[src/rtl/mul_16_seq.sv]
// mul_16_seq: multi-cycle shift-and-add 16x16 multiplier (low 16 bits) sharing one add_16.
module add_16 (
  input  logic [15:0] a,
  input  logic [15:0] b,
  output logic [15:0] sum
);
  assign sum = a + b;
endmodule

module mul_16_seq #(
  parameter bit EARLY_EXIT = 1'b0
) (
  input  logic        clk,
  input  logic        rst_n,
  input  logic        start,
  input  logic [15:0] a,
  input  logic [15:0] b,
  output logic        busy,
  output logic        done,
  output logic [15:0] product
);
  typedef enum logic [1:0] {IDLE, RUN, DONE} state_t;
  state_t      state_q, state_d;
  logic [15:0] acc_q, acc_d, mcand_q, mcand_d, mplier_q, mplier_d, product_q, product_d, sum;
  logic [4:0]  count_q, count_d;
  logic        last;
  add_16 u_add (.a(acc_q), .b(mcand_q), .sum(sum));
  // Early exit looks at the multiplier as it will be after this step's shift.
  assign last = (count_q == 5'd15) || (EARLY_EXIT && mplier_q[15:1] == 15'd0);
  always_comb begin
    state_d   = state_q;
    acc_d     = acc_q;
    mcand_d   = mcand_q;
    mplier_d  = mplier_q;
    count_d   = count_q;
    product_d = product_q;
    case (state_q)
      IDLE: if (start) begin
        state_d  = RUN;
        acc_d    = 16'd0;
        mcand_d  = a;
        mplier_d = b;
        count_d  = 5'd0;
      end
      RUN: begin
        acc_d    = mplier_q[0] ? sum : acc_q;
        mcand_d  = mcand_q << 1;
        mplier_d = mplier_q >> 1;
        count_d  = count_q + 5'd1;
        if (last) begin
          state_d   = DONE;
          product_d = acc_d;
        end
      end
      DONE:    state_d = IDLE;
      default: state_d = IDLE;
    endcase
  end
  always_ff @(posedge clk or negedge rst_n) begin
    if (!rst_n) begin
      state_q   <= IDLE;
      acc_q     <= 16'd0;
      mcand_q   <= 16'd0;
      mplier_q  <= 16'd0;
      count_q   <= 5'd0;
      product_q <= 16'd0;
    end else begin
      state_q   <= state_d;
      acc_q     <= acc_d;
      mcand_q   <= mcand_d;
      mplier_q  <= mplier_d;
      count_q   <= count_d;
      product_q <= product_d;
    end
  end
  assign busy    = state_q != IDLE;
  assign done    = state_q == DONE;
  assign product = product_q;
endmodule

[config.mk]
export PLATFORM = sky130hd
export DESIGN_NAME = mul_16_seq
export DESIGN_NICKNAME = d
export VERILOG_FILES = /design/src/rtl/mul_16_seq.sv
export SDC_FILE = /design/constraint.sdc
export NUM_CORES = 1
export LEC_CHECK = 0
export ABC_CLOCK_PERIOD_IN_PS = 3300
export CELL_PAD_IN_SITES_DETAIL_PLACEMENT = 1
export CELL_PAD_IN_SITES_GLOBAL_PLACEMENT = 2
export CORE_ASPECT_RATIO = 2
export CORE_UTILIZATION = 34
export CTS_CLUSTER_DIAMETER = 100
export CTS_CLUSTER_SIZE = 12
export DETAILED_ROUTE_END_ITERATION = 8
export HOLD_SLACK_MARGIN = 0.08
export PLACE_DENSITY = 0.85
export SETUP_SLACK_MARGIN = 0.05
export SYNTH_ARGS = -nofsm -noshare
export SYNTH_HDL_FRONTEND = slang
export SYNTH_SLANG_ARGS = --single-unit
[constraint.sdc]
create_clock -name clk -period 3.3 [get_ports clk]
set_clock_uncertainty 0.05 [all_clocks]
set_input_delay 0.66 -clock clk [delete_from_list [all_inputs] [get_ports clk]]
set_output_delay 0.66 -clock clk [all_outputs]
set_load 0.005 [all_outputs]
==> impl_metrics.yaml, run 1 <==
outcome:
  status: "finished clean"
worst_setup_path:
  worstReg2RegStart: "mcand_q[0]"
  cp_data_required_time_ns: 3.53
  critPathLaunch: "mcand_q[0]"
  cp_slowest_stage_delay_ns: 0.49
  r2r_slack_ns: 0.52
  crit_buf_inv: 0
  cp-endpoint: "product[14]"
  cp_top_family: "compound AO/OA/AOI/OAI gates"
  crit_path_end_kind: "flop"
  crit_type: "flop to flop"
  crit_slowest_cell: "a221oi_1"
  timing.rr.end: "product[14]"
  start_kind: "flop"
  cp_max_fo: 4
  crit_cells: 8
  reg2reg_depth: 8
  path_cells: "ha_1 -> fa_1 -> a21oi_1 -> o21ai_0 -> a221oi_1 -> o21ai_1 -> or3_1 -> nand3_1"
  arrival_ns: 3.01
drt:
  detail-route-antenna-nets: 0
  dr.pass1.iters: 4
  drt-total-wl_um: 10800
  vias_per_cell: 5.46
  drt_iter0_drc: 94
  dr_total_vias: 3314
  remaining_drc_errors: 0
  wire_per_inst_um: 17.8
clock_network:
  insertion_delay_ns: 0.34
  path_clk_slew_ns: 0.06
  htreeDepth: 3
  clockBufferDepth: 2
  cts_resized: 0
  cts_hold_buf: 0
  root_buffer: "clkbuf_16"
  numCtsBuffers: 9
  cts_tree: "done"
  clock_sinks: 71
  post_cts_buffers: 0
die:
  row_count: 55
  dieWidth_um: 77.7
  ios: 53
  die_area_um2: 11900
  fp.coreArea_um2: 11200
  start_util_pct: 34.7
  die_y_um: 153
pwr:
  power_frac_seq_pct: 35.5
  peakVddDrop_mv: 0.368
  power.clock.fraction_pct: 24.4
  total_power_mw: 4.16
  p_leak_nw: 2.08
  swShare_pct: 37.4
  cellInternalPower_mw: 2.60
  pwr-share-comb_pct: 40.1
  power.density_nw_per_um2: 847
  power_switching_mw: 1.55
worst_hold_path:
  hold_path.class: "flop to flop"
sta:
  setup_slack_ns: 0.519
  rsz0062_at_grt: "no"
  final.setup.tns_ns: 0
  worstMarginPinSlew_ns: 1.23
  finalHoldViolations: 0
  max_freq_ghz: 0.360
  holdWs_ns: 0.428
  setup_viol: 0
  fin_crit_sh_pct: 84.3
  max_slew_margin_pct: 18.0
  min_period_ns: 2.78
  slew_violations: 0
placement:
  dp.cells: 591
  numPortBuffers: 52
  place.gp.congestion: 0.780
  place_hpwl_um: 7880
  place_ws_ns: 0.501
logic_synthesis:
  async_flop_share_pct: 100
  synthTopCellsByArea: "dfrtp_1 46%, o21ai_0 7.5%, a22oi_1 5.8%"
  netlist.top_cell.by_area: "dfrtp_1"
  synth.avg_cell_area_um2: 9.53
  syn_area_um2: 3900
  synth_cell_types: 45
  ys_seq_area_share_pct: 45.6
  yosys.area.top_type_share_pct: 45.6
  ys.flop_type: "dfrtp_1"
  synth_warnings: 0
  ys_ff_latch: 71
  synth-edff-count: 0
  synth_nets: 462
  syn_inst: 409
layout:
  num_antenna_cells: 0
  fin_cells: 607
  layout_common_cells: "71 x dfrtp_1, 58 x o21ai_0, 52 x nand2_1"
  nNetsFinal: 513
  drive_above_1_share_pct: 7.96
  layout_commonest_cell: "dfrtp_1"
  area_delta_synth_final_pct: 25.9
flow_run:
  drv_cap: 0
grt:
  grt_max_degree: 72
  antenna_found_initial: 0
  grt_pass1_wl_um: 18700
  gr-total-overflow: 0
  track_usage_pct: 20.3
  grt_pass1_vias: 3708
flip-flops by register name, indices dropped and copies added, names as in the netlist:
signal	count
state_q	2
mcand_q	16
count_q	5
mplier_q	16
acc_q	16
product	16
cell families (layout without fill, tap and decap cells):
kind of cell    Yosys count  in the layout  synth area share (%)
flops                    71             71                  45.6
compound gates          157            157                  26.0
buf+inv                  29             85                  2.79
fa+ha+maj                18             18                  5.97
mux                      12             12                  3.15
simple gates            109            109                  13.6
xor+xnor                 13             13                  2.92
per-layer routing:
metal	vias to the layer above	track usage, %	share of wire [%]
met1	1653	21.1	38
met5	-	0	0
met3	17	4.24	2.7
li1	1586	-	-
met2	58	38.1	56
met4	0	8.63	2.7
cells in the mapped netlist (all sizes together) (2+ instances only):
cell / instances
a22oi: 30
nand2: 52
inv: 3
buf: 5
nand2b: 2
mux2: 2
a22o: 11
a221oi: 2
nor2: 9
and2: 2
o21a: 3
xnor2: 11
nand4b: 2
o21ai: 60
o21bai: 4
nor3: 4
a21o: 4
xor2: 2
or3: 2
clkbuf: 20
nor2b: 22
nor3b: 4
dfrtp: 71
a21oi: 33
ha: 17
nand3: 6
mux2i: 10
o221ai: 2
o211ai: 2
final cells by class:
cell class | count | area (um^2)
fillers | 1280 | 6310
multi-input cells | 309 | 2010
flip-flops and latches | 71 | 1780
repair buffers | 65 | 613
clock buffers | 14 | 274
well taps | 142 | 178
clock inverters | 2 | 37.5
inverters | 4 | 15.0
metrics by stage:
| stage | area (um^2) | util [%] |
|---|---|---|
| floorplan | 3900 | - |
| global placement | 4590 | 40.9 |
| detailed placement | 4590 | 40.9 |
| CTS | 4900 | 43.7 |
| global route | 4900 | 43.7 |
| finish | 4900 | 43.7 |
how the worst min path moves through the flow:
| stage | startpoint | cells past startpoint | to | slack (ns) |
|---|---|---|---|---|
| CTS | product[6] | 2 | product[6] | 0.43 |
| global placement | product[6] | 2 | product[6] | 0.41 |
| finish | product[6] | 2 | product[6] | 0.43 |
| global route | mplier_q[6] | 2 | mplier_q[6] | 0.46 |
| floorplan | rst_n | 0 | acc_q[0] | 0.31 |
| detailed placement | product[6] | 2 | product[6] | 0.42 |
power groups by stage:
stage,sequential (mW),combinational (mW),clock [mW]
floorplan,1.38,1.15,0
global placement,1.47,1.61,0
detailed placement,1.50,1.68,0
CTS,1.48,1.69,1.04
global route,1.53,1.88,1.07
finish,1.48,1.66,1.01
worst register-to-register path, cell delays in order (launching register included):
cell	delay, ns
dfrtp_1	0.41
ha_1	0.25
fa_1	0.43
a21oi_1	0.18
o21ai_0	0.23
a221oi_1	0.49
o21ai_1	0.20
or3_1	0.40
nand3_1	0.08
Note: power is estimated with default switching activity, not from simulation.
==> run 2, diff against run 1 <==
--- a/config.mk
+++ b/config.mk
@@ -5,7 +5,7 @@
 export SDC_FILE = /design/constraint.sdc
 export NUM_CORES = 1
 export LEC_CHECK = 0
-export ABC_CLOCK_PERIOD_IN_PS = 3300
+export ABC_CLOCK_PERIOD_IN_PS = 2600
 export CELL_PAD_IN_SITES_DETAIL_PLACEMENT = 1
 export CELL_PAD_IN_SITES_GLOBAL_PLACEMENT = 2
 export CORE_ASPECT_RATIO = 2
==> constraint.sdc (replaced) <==
create_clock -name clk -period 2.6 [get_ports clk]
set_clock_uncertainty 0.05 [all_clocks]
set_input_delay 0.52 -clock clk [delete_from_list [all_inputs] [get_ports clk]]
set_output_delay 0.52 -clock clk [all_outputs]
set_load 0.005 [all_outputs]
==> run 2 against run 1 <==
  * Cell count is 2.5% higher
  * First-iteration DRC count is 37% higher
  * Sequential share of layout area is 1.3 points lower
  * Critical path depth is 1 lower
  * Via count is 1.6% higher
  * Worst setup slack worse by 0.36 ns
  * Utilization is 1.7 points higher
  * Total power is 34% higher
  * Critical path type unchanged
==> impl_metrics.yaml, run 2 (same netlist as run 1, synthesis figures left out) <==
flow_run:
  drv_cap: 0
layout:
  area_delta_synth_final_pct: 30.9
  layout_commonest_cell: "dfrtp_1"
  layout_common_cells: "69 x dfrtp_1, 55 x o21ai_0, 52 x nand2_1"
  num_antenna_cells: 0
  drive_above_1_share_pct: 13.1
  fin_cells: 622
  fillers: 1270
  final_area_um2: 5100
  nNetsFinal: 528
  postLayoutCoreUtil_pct: 45.5
pwr:
  peakVddDrop_mv: 0.470
  power.density_nw_per_um2: 1090
  p_leak_nw: 2.16
  total_power_mw: 5.55
worst_setup_path:
  cp_data_required_time_ns: 2.77
  cp_max_fo: 5
  crit_buf_inv: 0
  start_kind: "flop"
  arrival_ns: 2.61
  path_cells: "ha_1 -> nand4_1 -> o221ai_2 -> a221oi_4 -> o41ai_4 -> nor3_1 -> a211o_1"
  cp_top_family: "compound AO/OA/AOI/OAI gates"
  crit_slowest_cell: "dfrtp_1"
  crit_type: "flop to flop"
  crit_path_end_kind: "flop"
  cp_slowest_stage_delay_ns: 0.43
clock_network:
  cts_tree: "done"
  clock_sinks: 71
  numCtsBuffers: 9
  path_clk_slew_ns: 0.06
  clockBufferDepth: 2
  insertion_delay_ns: 0.34
  htreeDepth: 3
  root_buffer: "clkbuf_16"
drt:
  dr_total_vias: 3367
  remaining_drc_errors: 0
  drt-total-wl_um: 10900
  vias_per_cell: 5.41
  wire_per_inst_um: 17.6
  dr.pass1.iters: 6
  detail-route-antenna-nets: 0
  drt_iter0_drc: 129
sta:
  rsz0062_at_grt: "no"
  holdWs_ns: 0.152
  fin_crit_sh_pct: 93.8
  max_freq_ghz: 0.410
  final.setup.tns_ns: 0
  worstMarginPinSlew_ns: 1.26
  finalHoldViolations: 0
  slew_violations: 0
  max_slew_margin_pct: 16.0
  min_period_ns: 2.44
  setup_slack_ns: 0.162
  setup_viol: 0
outcome:
  status: "finished clean"
grt:
  antenna_found_initial: 0
  grt_pass1_wl_um: 18400
  grt_pass1_vias: 3734
  grt_max_degree: 47
  gr-total-overflow: 0
  track_usage_pct: 20.1
placement:
  place_ws_ns: -0.0269
  dp.cells: 603
  numPortBuffers: 52
  place_hpwl_um: 7960
  place_area_um2: 4680
  place.gp.congestion: 0.813
die:
  die_y_um: 153
  start_util_pct: 34.7
  die_area_um2: 11900
  dieWidth_um: 77.7
  ios: 53
  fp.coreArea_um2: 11200
  row_count: 55
worst_hold_path:
  hold_path.class: "input pin to async pin"
[run 2: path summary, 6_finish.rpt]
check,start,endpoint,slack [ns],cells after the start
setup / recovery,mcand_q[7],acc_q[15],0.16,7
min in group clk,product[4],product[4],0.43,2
max in group asynchronous,rst_n,acc_q[1],1.78,2
hold / removal,rst_n,mcand_q[13],0.15,2
hold reg to reg,product[4],product[4],0.43,2
setup reg to reg,mcand_q[7],acc_q[15],0.16,7
[run 2: cell type report]
cell class	count	area, um^2	share of cell area [%]
Clock inverter	7	121	2.38
Sequential cell	71	1780	34.9
Clock buffer	9	225	4.42
Tap cell	142	178	3.48
Timing Repair Buffer	80	726	14.2
Inverter	4	15.0	0.294
Multi-Input combinational cell	309	2050	40.3
[run 2: where the power goes]
part	leakage [nW]	internal (mW)	switching [mW]	total, mW
sequential	0.940	1.50	0.345	1.85
clock	0.158	0.938	0.498	1.44
combinational	1.06	1.06	1.21	2.27
[run 2: timing repair]
item / in CTS / in global routing
endpoints found under the setup margin: 8 / 7
buffers inserted: 0 / 3
endpoints found under the hold margin: 0 / 0
pin swaps: 0 / 5
hold buffers: 0 / 0
resized for setup: 2 / 11
[run 2: per-layer routing]
layer  vias up  share of wire (%)  GRT usage, %
met5         -                  0             0
met4         0                2.5          8.98
met3        16                3.0          4.24
met2        58                 55          36.4
met1      1679                 39          21.9
li1       1614                  -             -
